<file path="src/rtl/issue_stall_ctrl_if.sv">
// Fetch-to-issue handshake plus issued-instruction bus for issue_stall_ctrl.
// Latency: none (wires only).
// Backpressure: in_ready from the controller; hold/flush from downstream.
interface issue_stall_ctrl_if;
    logic [31:0] in_ins;
    logic        in_valid;
    logic        in_ready;
    logic        hold;
    logic        flush;
    logic [31:0] out_ins;
    logic        out_valid;
    logic [15:0] stall_cnt;
    logic [15:0] issue_cnt;

    modport master (
        output in_ins, in_valid, hold, flush,
        input  in_ready, out_ins, out_valid, stall_cnt, issue_cnt
    );

    modport slave (
        input  in_ins, in_valid, hold, flush,
        output in_ready, out_ins, out_valid, stall_cnt, issue_cnt
    );
endinterface

</file>
<file path="src/rtl/issue_stall_ctrl.sv">
// Buffers fetched instructions and issues one per cycle, inserting one bubble on load-use; counters need ISSUE_STATS_EN.
// Latency: an instruction pushed into an empty FIFO at edge k is on out_ins after edge k+1.
// Backpressure: in_ready = !full from registered count; hold freezes issue, flush empties everything.
module issue_stall_ctrl #(
    parameter int unsigned DEPTH    = 4,
    parameter logic [5:0]  OP_LOAD  = 6'b010100,
    parameter logic [5:0]  OP_STORE = 6'b010101
) (
    input  logic             clk,
    input  logic             reset,
    issue_stall_ctrl_if.slave bus
);
    localparam int unsigned PTR_W = (DEPTH > 1) ? $clog2(DEPTH) : 1;
    localparam int unsigned CNT_W = PTR_W + 1;

    typedef struct packed {
        logic [5:0]  op;
        logic [4:0]  dest;
        logic [4:0]  src_a;
        logic [4:0]  src_b;
        logic [10:0] imm_lo;
    } ins_t;

    typedef enum logic [1:0] {IDLE, ISSUE, STALL} state_t;

    ins_t             mem [DEPTH];
    logic [PTR_W-1:0] wr_ptr, rd_ptr;
    logic [CNT_W-1:0] count;
    ins_t             out_q;
    logic             out_vld_q;
    state_t           state, state_nxt;

    ins_t head;
    logic empty, full, push, pop, hazard, reads_src_b, prod_load;

    assign head        = mem[rd_ptr];
    assign empty       = (count == '0);
    assign full        = (count == CNT_W'(DEPTH));
    assign push        = bus.in_valid && !full && !bus.flush;
    assign reads_src_b = !head.op[3] && (head.op != OP_LOAD);
    assign prod_load   = out_vld_q && (out_q.op == OP_LOAD) && (out_q.op != OP_STORE)
                         && (out_q.dest != 5'd0);
    assign hazard      = !empty && prod_load
                         && ((head.src_a == out_q.dest)
                             || (reads_src_b && (head.src_b == out_q.dest)));
    // The bubble drops out_valid, so the held head is free to issue on the STALL exit edge.
    assign pop         = !bus.flush && !bus.hold && !empty && !hazard;

    assign bus.in_ready  = !full;
    assign bus.out_ins   = out_q;
    assign bus.out_valid = out_vld_q;

    always_ff @(posedge clk) begin
        if (push) begin
            mem[wr_ptr] <= bus.in_ins;
        end
    end

    always_ff @(posedge clk or posedge reset) begin
        if (reset) begin
            wr_ptr    <= '0;
            rd_ptr    <= '0;
            count     <= '0;
            out_q     <= '0;
            out_vld_q <= 1'b0;
        end else if (bus.flush) begin
            wr_ptr    <= '0;
            rd_ptr    <= '0;
            count     <= '0;
            out_q     <= '0;
            out_vld_q <= 1'b0;
        end else begin
            if (push) begin
                wr_ptr <= wr_ptr + PTR_W'(1);
            end
            if (pop) begin
                rd_ptr <= rd_ptr + PTR_W'(1);
            end
            count <= count + CNT_W'(push) - CNT_W'(pop);
            if (!bus.hold) begin
                out_q     <= pop ? head : '0;
                out_vld_q <= pop;
            end
        end
    end

    always_ff @(posedge clk or posedge reset) begin
        if (reset) begin
            state <= IDLE;
        end else begin
            state <= state_nxt;
        end
    end

    always_comb begin
        state_nxt = state;
        if (bus.flush) begin
            state_nxt = IDLE;
        end else if (!bus.hold) begin
            unique case (state)
                IDLE: begin
                    if (hazard)   state_nxt = STALL;
                    else if (pop) state_nxt = ISSUE;
                end
                ISSUE: begin
                    if (hazard)     state_nxt = STALL;
                    else if (empty) state_nxt = IDLE;
                end
                STALL:   state_nxt = empty ? IDLE : ISSUE;
                default: state_nxt = IDLE;
            endcase
        end
    end

`ifdef ISSUE_STATS_EN
    logic [15:0] stall_cnt_q, issue_cnt_q;
    logic        stall_ev;

    assign stall_ev = !bus.flush && !bus.hold && hazard;

    always_ff @(posedge clk or posedge reset) begin
        if (reset) begin
            stall_cnt_q <= '0;
            issue_cnt_q <= '0;
        end else begin
            if (pop && (issue_cnt_q != 16'hFFFF)) begin
                issue_cnt_q <= issue_cnt_q + 16'd1;
            end
            if (stall_ev && (stall_cnt_q != 16'hFFFF)) begin
                stall_cnt_q <= stall_cnt_q + 16'd1;
            end
        end
    end

    assign bus.stall_cnt = stall_cnt_q;
    assign bus.issue_cnt = issue_cnt_q;
`else
    assign bus.stall_cnt = 16'h0;
    assign bus.issue_cnt = 16'h0;
`endif
endmodule

</file>
<file path="src/flat_wrapper.sv">
// flat-port wrapper written by rule: the top's interface ports become plain ports
module issue_stall_ctrl_flat 
#(
    parameter int unsigned DEPTH    = 4,
    parameter logic [5:0]  OP_LOAD  = 6'b010100,
    parameter logic [5:0]  OP_STORE = 6'b010101
)
  (clk, reset, bus_in_ins, bus_in_valid, bus_hold, bus_flush, bus_in_ready, bus_out_ins, bus_out_valid, bus_stall_cnt, bus_issue_cnt);
  issue_stall_ctrl_if bus_i ();
  input  logic clk;
  input  logic reset;
  input wire logic [$bits(bus_i.in_ins)-1:0] bus_in_ins;
  input wire logic [$bits(bus_i.in_valid)-1:0] bus_in_valid;
  input wire logic [$bits(bus_i.hold)-1:0] bus_hold;
  input wire logic [$bits(bus_i.flush)-1:0] bus_flush;
  output wire logic [$bits(bus_i.in_ready)-1:0] bus_in_ready;
  output wire logic [$bits(bus_i.out_ins)-1:0] bus_out_ins;
  output wire logic [$bits(bus_i.out_valid)-1:0] bus_out_valid;
  output wire logic [$bits(bus_i.stall_cnt)-1:0] bus_stall_cnt;
  output wire logic [$bits(bus_i.issue_cnt)-1:0] bus_issue_cnt;
  assign bus_i.in_ins = bus_in_ins;
  assign bus_i.in_valid = bus_in_valid;
  assign bus_i.hold = bus_hold;
  assign bus_i.flush = bus_flush;
  assign bus_in_ready = bus_i.in_ready;
  assign bus_out_ins = bus_i.out_ins;
  assign bus_out_valid = bus_i.out_valid;
  assign bus_stall_cnt = bus_i.stall_cnt;
  assign bus_issue_cnt = bus_i.issue_cnt;
  issue_stall_ctrl #(.DEPTH(DEPTH), .OP_LOAD(OP_LOAD), .OP_STORE(OP_STORE)) u_core (.clk(clk), .reset(reset), .bus(bus_i));
endmodule
</file>
<file path="config.mk">
export PLATFORM = sky130hd
export DESIGN_NAME = issue_stall_ctrl_flat
export DESIGN_NICKNAME = d
export VERILOG_FILES = /design/src/rtl/issue_stall_ctrl_if.sv /design/src/rtl/issue_stall_ctrl.sv /design/src/flat_wrapper.sv
export SDC_FILE = /design/constraint.sdc
export NUM_CORES = 1
export LEC_CHECK = 0
export ABC_AREA = 1
export CAP_MARGIN = 10
export CORE_ASPECT_RATIO = 0.6
export CORE_MARGIN = 2
export CORE_UTILIZATION = 54
export CTS_CLUSTER_DIAMETER = 80
export DETAILED_ROUTE_END_ITERATION = 7
export PLACE_DENSITY = 0.77
export SYNTH_ARGS = -nofsm -noshare
export SYNTH_HDL_FRONTEND = slang
export SYNTH_SLANG_ARGS = --single-unit
</file>
<file path="constraint.sdc">
create_clock -name clk -period 3.6 [get_ports clk]
set_clock_uncertainty 0.2 [all_clocks]
set_input_delay 0.54 -clock clk [delete_from_list [all_inputs] [get_ports clk]]
set_output_delay 0.54 -clock clk [all_outputs]
set_load 0.005 [all_outputs]
</file>
After elaboration in Yosys (flattened, before gate mapping):

Memory sizes are Yosys's and may differ from the RTL's.
Cells that the tools add are included.

* mux-type cells: 12
* $add $sub $neg: 4
* reduce and logical (&&, ||, !) cells: 23
* eq/ne operators: 7

Operators with widths (count)
* two-way mux 32 bit: 3
* logical AND 1 bit: 12
* inequality test 6 x 5 -> 1 bit (second input constant): 2
* == test 5 bit: 2
* two-way mux 2 bit: 4
* == test 6 x 5 -> 1 bit (second input constant): 1
* logical NOT 1 bit: 6
* nonzero test 5 bit: 1
* adder 2 x 1 -> 2 bit (second input constant): 2
* two-way mux 1 bit: 4
* nonzero test 2 bit: 2
* adder 3 x 1 -> 3 bit: 1
* == test 3 bit (second input constant): 1
* logical NOT 3 bit: 1
* two-way mux 3 bit: 1
* subtractor 3 x 1 -> 3 bit: 1
* inequality test 2 x 1 -> 1 bit (second input constant): 1
* logical OR 1 bit: 1

* bits in writable memories: 128
* bits in registers: 40
* output and inout bits: 66
* memories: 1
* bits of input ports: 37
* word-level logic and storage cells: 56

Memories
* u_core.mem: words 4, width 32, rd ports 1, clocked after memory_dff 0, wr ports 1, RTL line issue_stall_ctrl.sv:26 `ins_t mem [DEPTH];`

Depth between registers and ports, before layout:

* depth in word-level cells: 11
* mapped depth: 22
* depth with buffers taken out: 20

Worst setup path after synthesis:

Ideal clock, no wire load.

* path kind: flip-flop to flip-flop
* from: register u_core.rd_ptr[0]
* to: register u_core.count[2]
* path slack: 667 ps
* data required time: 3282 ps
* stages on the path, launching flop included: 22
* data arrival time: 2615 ps
* clock period less this slack: 2933 ps
* buffers on the path: 3
* library setup time: 118 ps
* path through: dfrtp_1 -> buf_6 -> buf_6 -> or2_0 -> nand3_1 -> nand2_1 -> nand3_1 -> nor2_1 -> nor2_1 -> nand2_1 -> nand2_1 -> nand2_2 -> nand2_2 -> inv_2 -> buf_6 -> ha_1 -> inv_1 -> ha_1 -> inv_1 -> fa_1 -> xor2_1 -> nor2_1

* longest elaborated chain between the ends: 10
* elaborated cells between the ends (all ways): 13
* those cells by class: add/sub: 1; eq/ne: 3; mux: 1; reduce/logical: 7; memory: 1

RTL lines
* from (decl): RTL line issue_stall_ctrl.sv:27 `logic [PTR_W-1:0] wr_ptr, rd_ptr;`
* from (signal assigned): RTL line issue_stall_ctrl.sv:77 `rd_ptr <= rd_ptr + PTR_W'(1);`
* memory (4 x 32 bit) (*)
* inequality test 6 x 5 -> 1 bit or logical NOT 1 bit (tied branches): RTL line issue_stall_ctrl.sv:40 `assign reads_src_b = !head.op[3] && (head.op != OP_LOAD);`
* logical AND 1 bit: RTL line issue_stall_ctrl.sv:40
* logical AND 1 bit: RTL line issue_stall_ctrl.sv:45 `|| (reads_src_b && (head.src_b == out_q.dest)));`
* logical OR 1 bit (*): RTL line issue_stall_ctrl.sv:45
* logical AND 1 bit (*): RTL line issue_stall_ctrl.sv:44 `&& ((head.src_a == out_q.dest)`
* logical NOT 1 bit (*): RTL line issue_stall_ctrl.sv:47 `assign pop = !bus.flush && !bus.hold && !empty && !hazard;`
* logical AND 1 bit (*): RTL line issue_stall_ctrl.sv:47
* subtractor 3 x 1 -> 3 bit (*): RTL line issue_stall_ctrl.sv:79 `count <= count + CNT_W'(push) - CNT_W'(pop);`
* two-way mux 3 bit (*): RTL line issue_stall_ctrl.sv:66 `end else if (bus.flush) begin`
* to (signal assigned): RTL line issue_stall_ctrl.sv:79
* to (decl): RTL line issue_stall_ctrl.sv:28 `logic [CNT_W-1:0] count;`

Mark *: on every way between the ends. The rest lies on a longest branch, timed or not.
A chain may end at the register's enable or synchronous reset.

Final worst setup path:

Same ends and word-level chain as after synthesis.

==> metrics.md <==
| Metric | Value |
|---|---|
| Outcome | finished clean |
| # diodes | 0 |
| #FFs+latches synth | between 150 and 200 |
| Die Area | between 10000 and 15000 um^2 |
| WS Path Type | reg2reg |
| Initial Utilization | between 50% and 60% |
| Register area share after synthesis | ~70% |
| Global route hottest layer | met2 |
| Yosys warning count | 0 |
| Number of setup buffers added after CTS | 0 |
| GRT Overall Usage | between 20% and 30% |
| Placed cells | approximately 840 |
| Wire length per cell | 17.46 um |
| R2R depth | 19 |
| Tightest Pin Transition | 686.0 ps |
| First-pass GRT wire length | around 24000 um |
| # nets final | between 700 and 800 |
| Largest net degree at the start of global routing | 65 |
| Total Power | between 4 and 5 mW |
| IO Pins | 103 |
| Drt total wl | 15190 um |
| Num CTS Buffers | 17 |
| Crit share post-route | a little over 90% |
| CTS tree | yes |
| H-tree Lvls | 4 |
| GP Congestion | ~0.81 |
| Worst endpoint required time | roughly 3700 ps |
| Congestion Overflow GR | 0 |
| Die Height | approximately 92 um |
| Die W | ~150 um |
| Post-route ant nets | 0 |
| Clock tree buffer depth | 2 |
| Synth async-reset ratio | between 20% and 30% |
| DR iter-0 viols | about 350 |
| Post-CTS Resized | 0 |
| Slew headroom | a little over half |
| CTS clock-pin slew for the worst setup and hold paths | roughly 60 ps |
| Max-cap viol count | 0 |
| Vias in the first global route | 4675 |
| Peak supply drop | roughly 330 uV |
| Highest Clock Rate | about 300 MHz |
| Flop2flop setup slack | ~310 ps |
| Yosys cell types | 26 |
| Post-layout util | approximately 65% |
| RSZ-0062 raised after global routing | no |
| Final slew viol count | 0 |
| Core area | between 10000 and 15000 um^2 |
| Syn Inst Count | 614 |
| # DRC | 0 |
| Setup TNS | 0 ps |
| Mapped Area | about 7000 um^2 |
| Detailed-route via count | approximately 4.7k |
| Final setup fails | 0 |
| Met3 Track Usage GR | under 10% |
| Post-DR vias/cell | 5.433 |
| Clk sink count | 168 |
| Ys flop type | edfxtp_1 |
| CTS Hold Bufs | 0 |
| Final hold vios | 0 |
| Tightest Hold Check Type | in2async |
| Post-DP HPWL | between 9000 and 10000 um |
| Met1 Use GR | roughly a third |
| Initial antenna violation count | 0 |
| Number of synthesized flops with an enable pin | 128 |
| CP endpoint | u_core.count[2] |
| Min Tclk post-route | ~3300 ps |
| M2 GR Usage | between 30% and 40% |
| Crit end category | flip-flop |
| Pleak | roughly 3.3 nW |
| Post-Layout Cell Count | 870 |
| Data arrival time of the critical path | approximately 3400 ps |
| FF-to-FF End | u_core.count[2] |
| Clock Latency Late Sink | 420 ps |
| Row count | 32 |
| R2r startpoint | u_core.rd_ptr[0] |
| DR pass1 iterations | 7 |
| Syn Area/Cell | ~11 um^2 |
| IO buf count | 70 |
| Area growth from synthesis to layout | 18.68% |
| Power density cells | between 500 and 600 nW/um^2 |
| Crit start category | flip-flop |
| Max Fanout on Critical Path | between 60 and 70 |
| CP Launch Point | u_core.rd_ptr[0] |
| Layout cell share with drive strength beyond 1 | 7.286% |
| Clock root cell | clkbuf_16 |
==> worst max-delay path, cell delays in order, from the launching register on <==
cell,delay [ps]
dfrtp_2,530
inv_8,310
nand2_1,120
nand3_1,130
nand2_1,90
a21oi_1,130
nand2_1,80
nor2_1,100
nand2_1,60
nand2_1,60
nand2_2,70
nand2_2,80
inv_2,40
ha_1,280
inv_1,60
ha_1,130
inv_1,50
fa_1,410
xor2_1,160
nor2_1,50
==> cell usage in the layout (no fill, tap or decap), types with 6 or more instances in the layout <==
cell type / instances
a21oi_1: 8
a32o_1: 6
buf_4: 11
clkbuf_16: 17
clkdlybuf4s50_1: 70
conb_1: 32
dfrtp_1: 39
edfxtp_1: 128
ha_1: 6
inv_1: 31
nand2_1: 184
nand3_1: 46
nor2_1: 31
o21ai_0: 41
o22ai_1: 10
==> power by group <==
part / switching [mW] / internal, mW
Combinational: 0.481 / 0.328
Clock: 0.735 / 0.953
Sequential: 0.100 / 2.25
==> cell usage after synthesis (2+ instances only) <==
cell	number	area [um^2]
clkbuf_1	13	48.80
inv_1	32	120.1
a32o_1	6	60.06
nand2_2	2	12.51
nand4_1	3	18.77
o22ai_1	10	62.56
nor3_1	3	15.01
nor2_1	36	135.1
nand3_1	46	230.2
buf_4	35	262.8
o21ai_0	41	205.2
nand2_1	184	690.7
edfxtp_1	128	3844
ha_1	6	75.07
a21oi_1	8	40.04
xor2_1	3	26.28
buf_2	6	30.03
buf_6	5	56.30
dfrtp_1	40	1001
==> metal layers <==
metal | vias to the layer above | share of wire [%]
met5 | - | 0
met4 | 0 | 1.0
met3 | 17 | 8.7
met2 | 219 | 46
met1 | 2320 | 44
li1 | 2171 | -
==> state kept, by name (all words and copies together), names as in the netlist <==
register,cells
u_core.rd_ptr,2
u_core.count,3
u_core.bus.out_valid,1
u_core.bus.out_ins,32
u_core.mem,128
u_core.wr_ptr,2
==> area by class of cell <==
class / instances / area [um^2]
multi-input combinational: 384 / 1745
timing repair buffer: 82 / 803.3
clock inverter: 14 / 126.4
sequential: 168 / 4846
tap: 170 / 212.7
inverter: 34 / 135.1
fill: 934 / 4434
clock buffer: 18 / 429.2
==> cell families (layout without fill, tap and decap cells) <==
| logic type | Yosys count | count (layout) | synth area share (%) |
|---|---|---|---|
| AO/OA/AOI/OAI | 65 | 65 | 5.261 |
| XOR/XNOR | 4 | 4 | 0.5012 |
| adder cells (fa/ha/maj) | 7 | 7 | 1.360 |
| buffers and inverters | 93 | 148 | 7.588 |
| flip-flops | 168 | 168 | 69.29 |
| other | 1 | 32 | 0.05363 |
| AND/OR/NAND/NOR | 276 | 276 | 15.94 |
==> through the flow <==
step	worst slack, ps	hold slack, ps	instance area [um^2]
after floorplan	666.6	272.4	7108
after global placement	394.3	263.2	7740
after detailed placement	343.9	265.1	7740
after CTS	272.3	257.0	8295
after global routing	3.273	290.2	8298
final	313.6	252.0	8298
==> worst min-delay path by stage <==
stage / start / end / slack [ps] / cells after the start
3_3_place_gp: u_core.bus.out_ins[5] / u_core.bus.out_ins[5] / 260 / 2
2_1_floorplan: u_core.bus.out_ins[0] / u_core.bus.out_ins[0] / 270 / 2
5_1_grt: reset / u_core.bus.out_ins[14] / 290 / 2
3_5_place_dp: u_core.bus.out_ins[9] / u_core.bus.out_ins[9] / 270 / 2
6_report: reset / u_core.bus.out_ins[14] / 250 / 2
4_1_cts: reset / u_core.bus.out_ins[11] / 260 / 2
(Power assumes the default switching activity.)
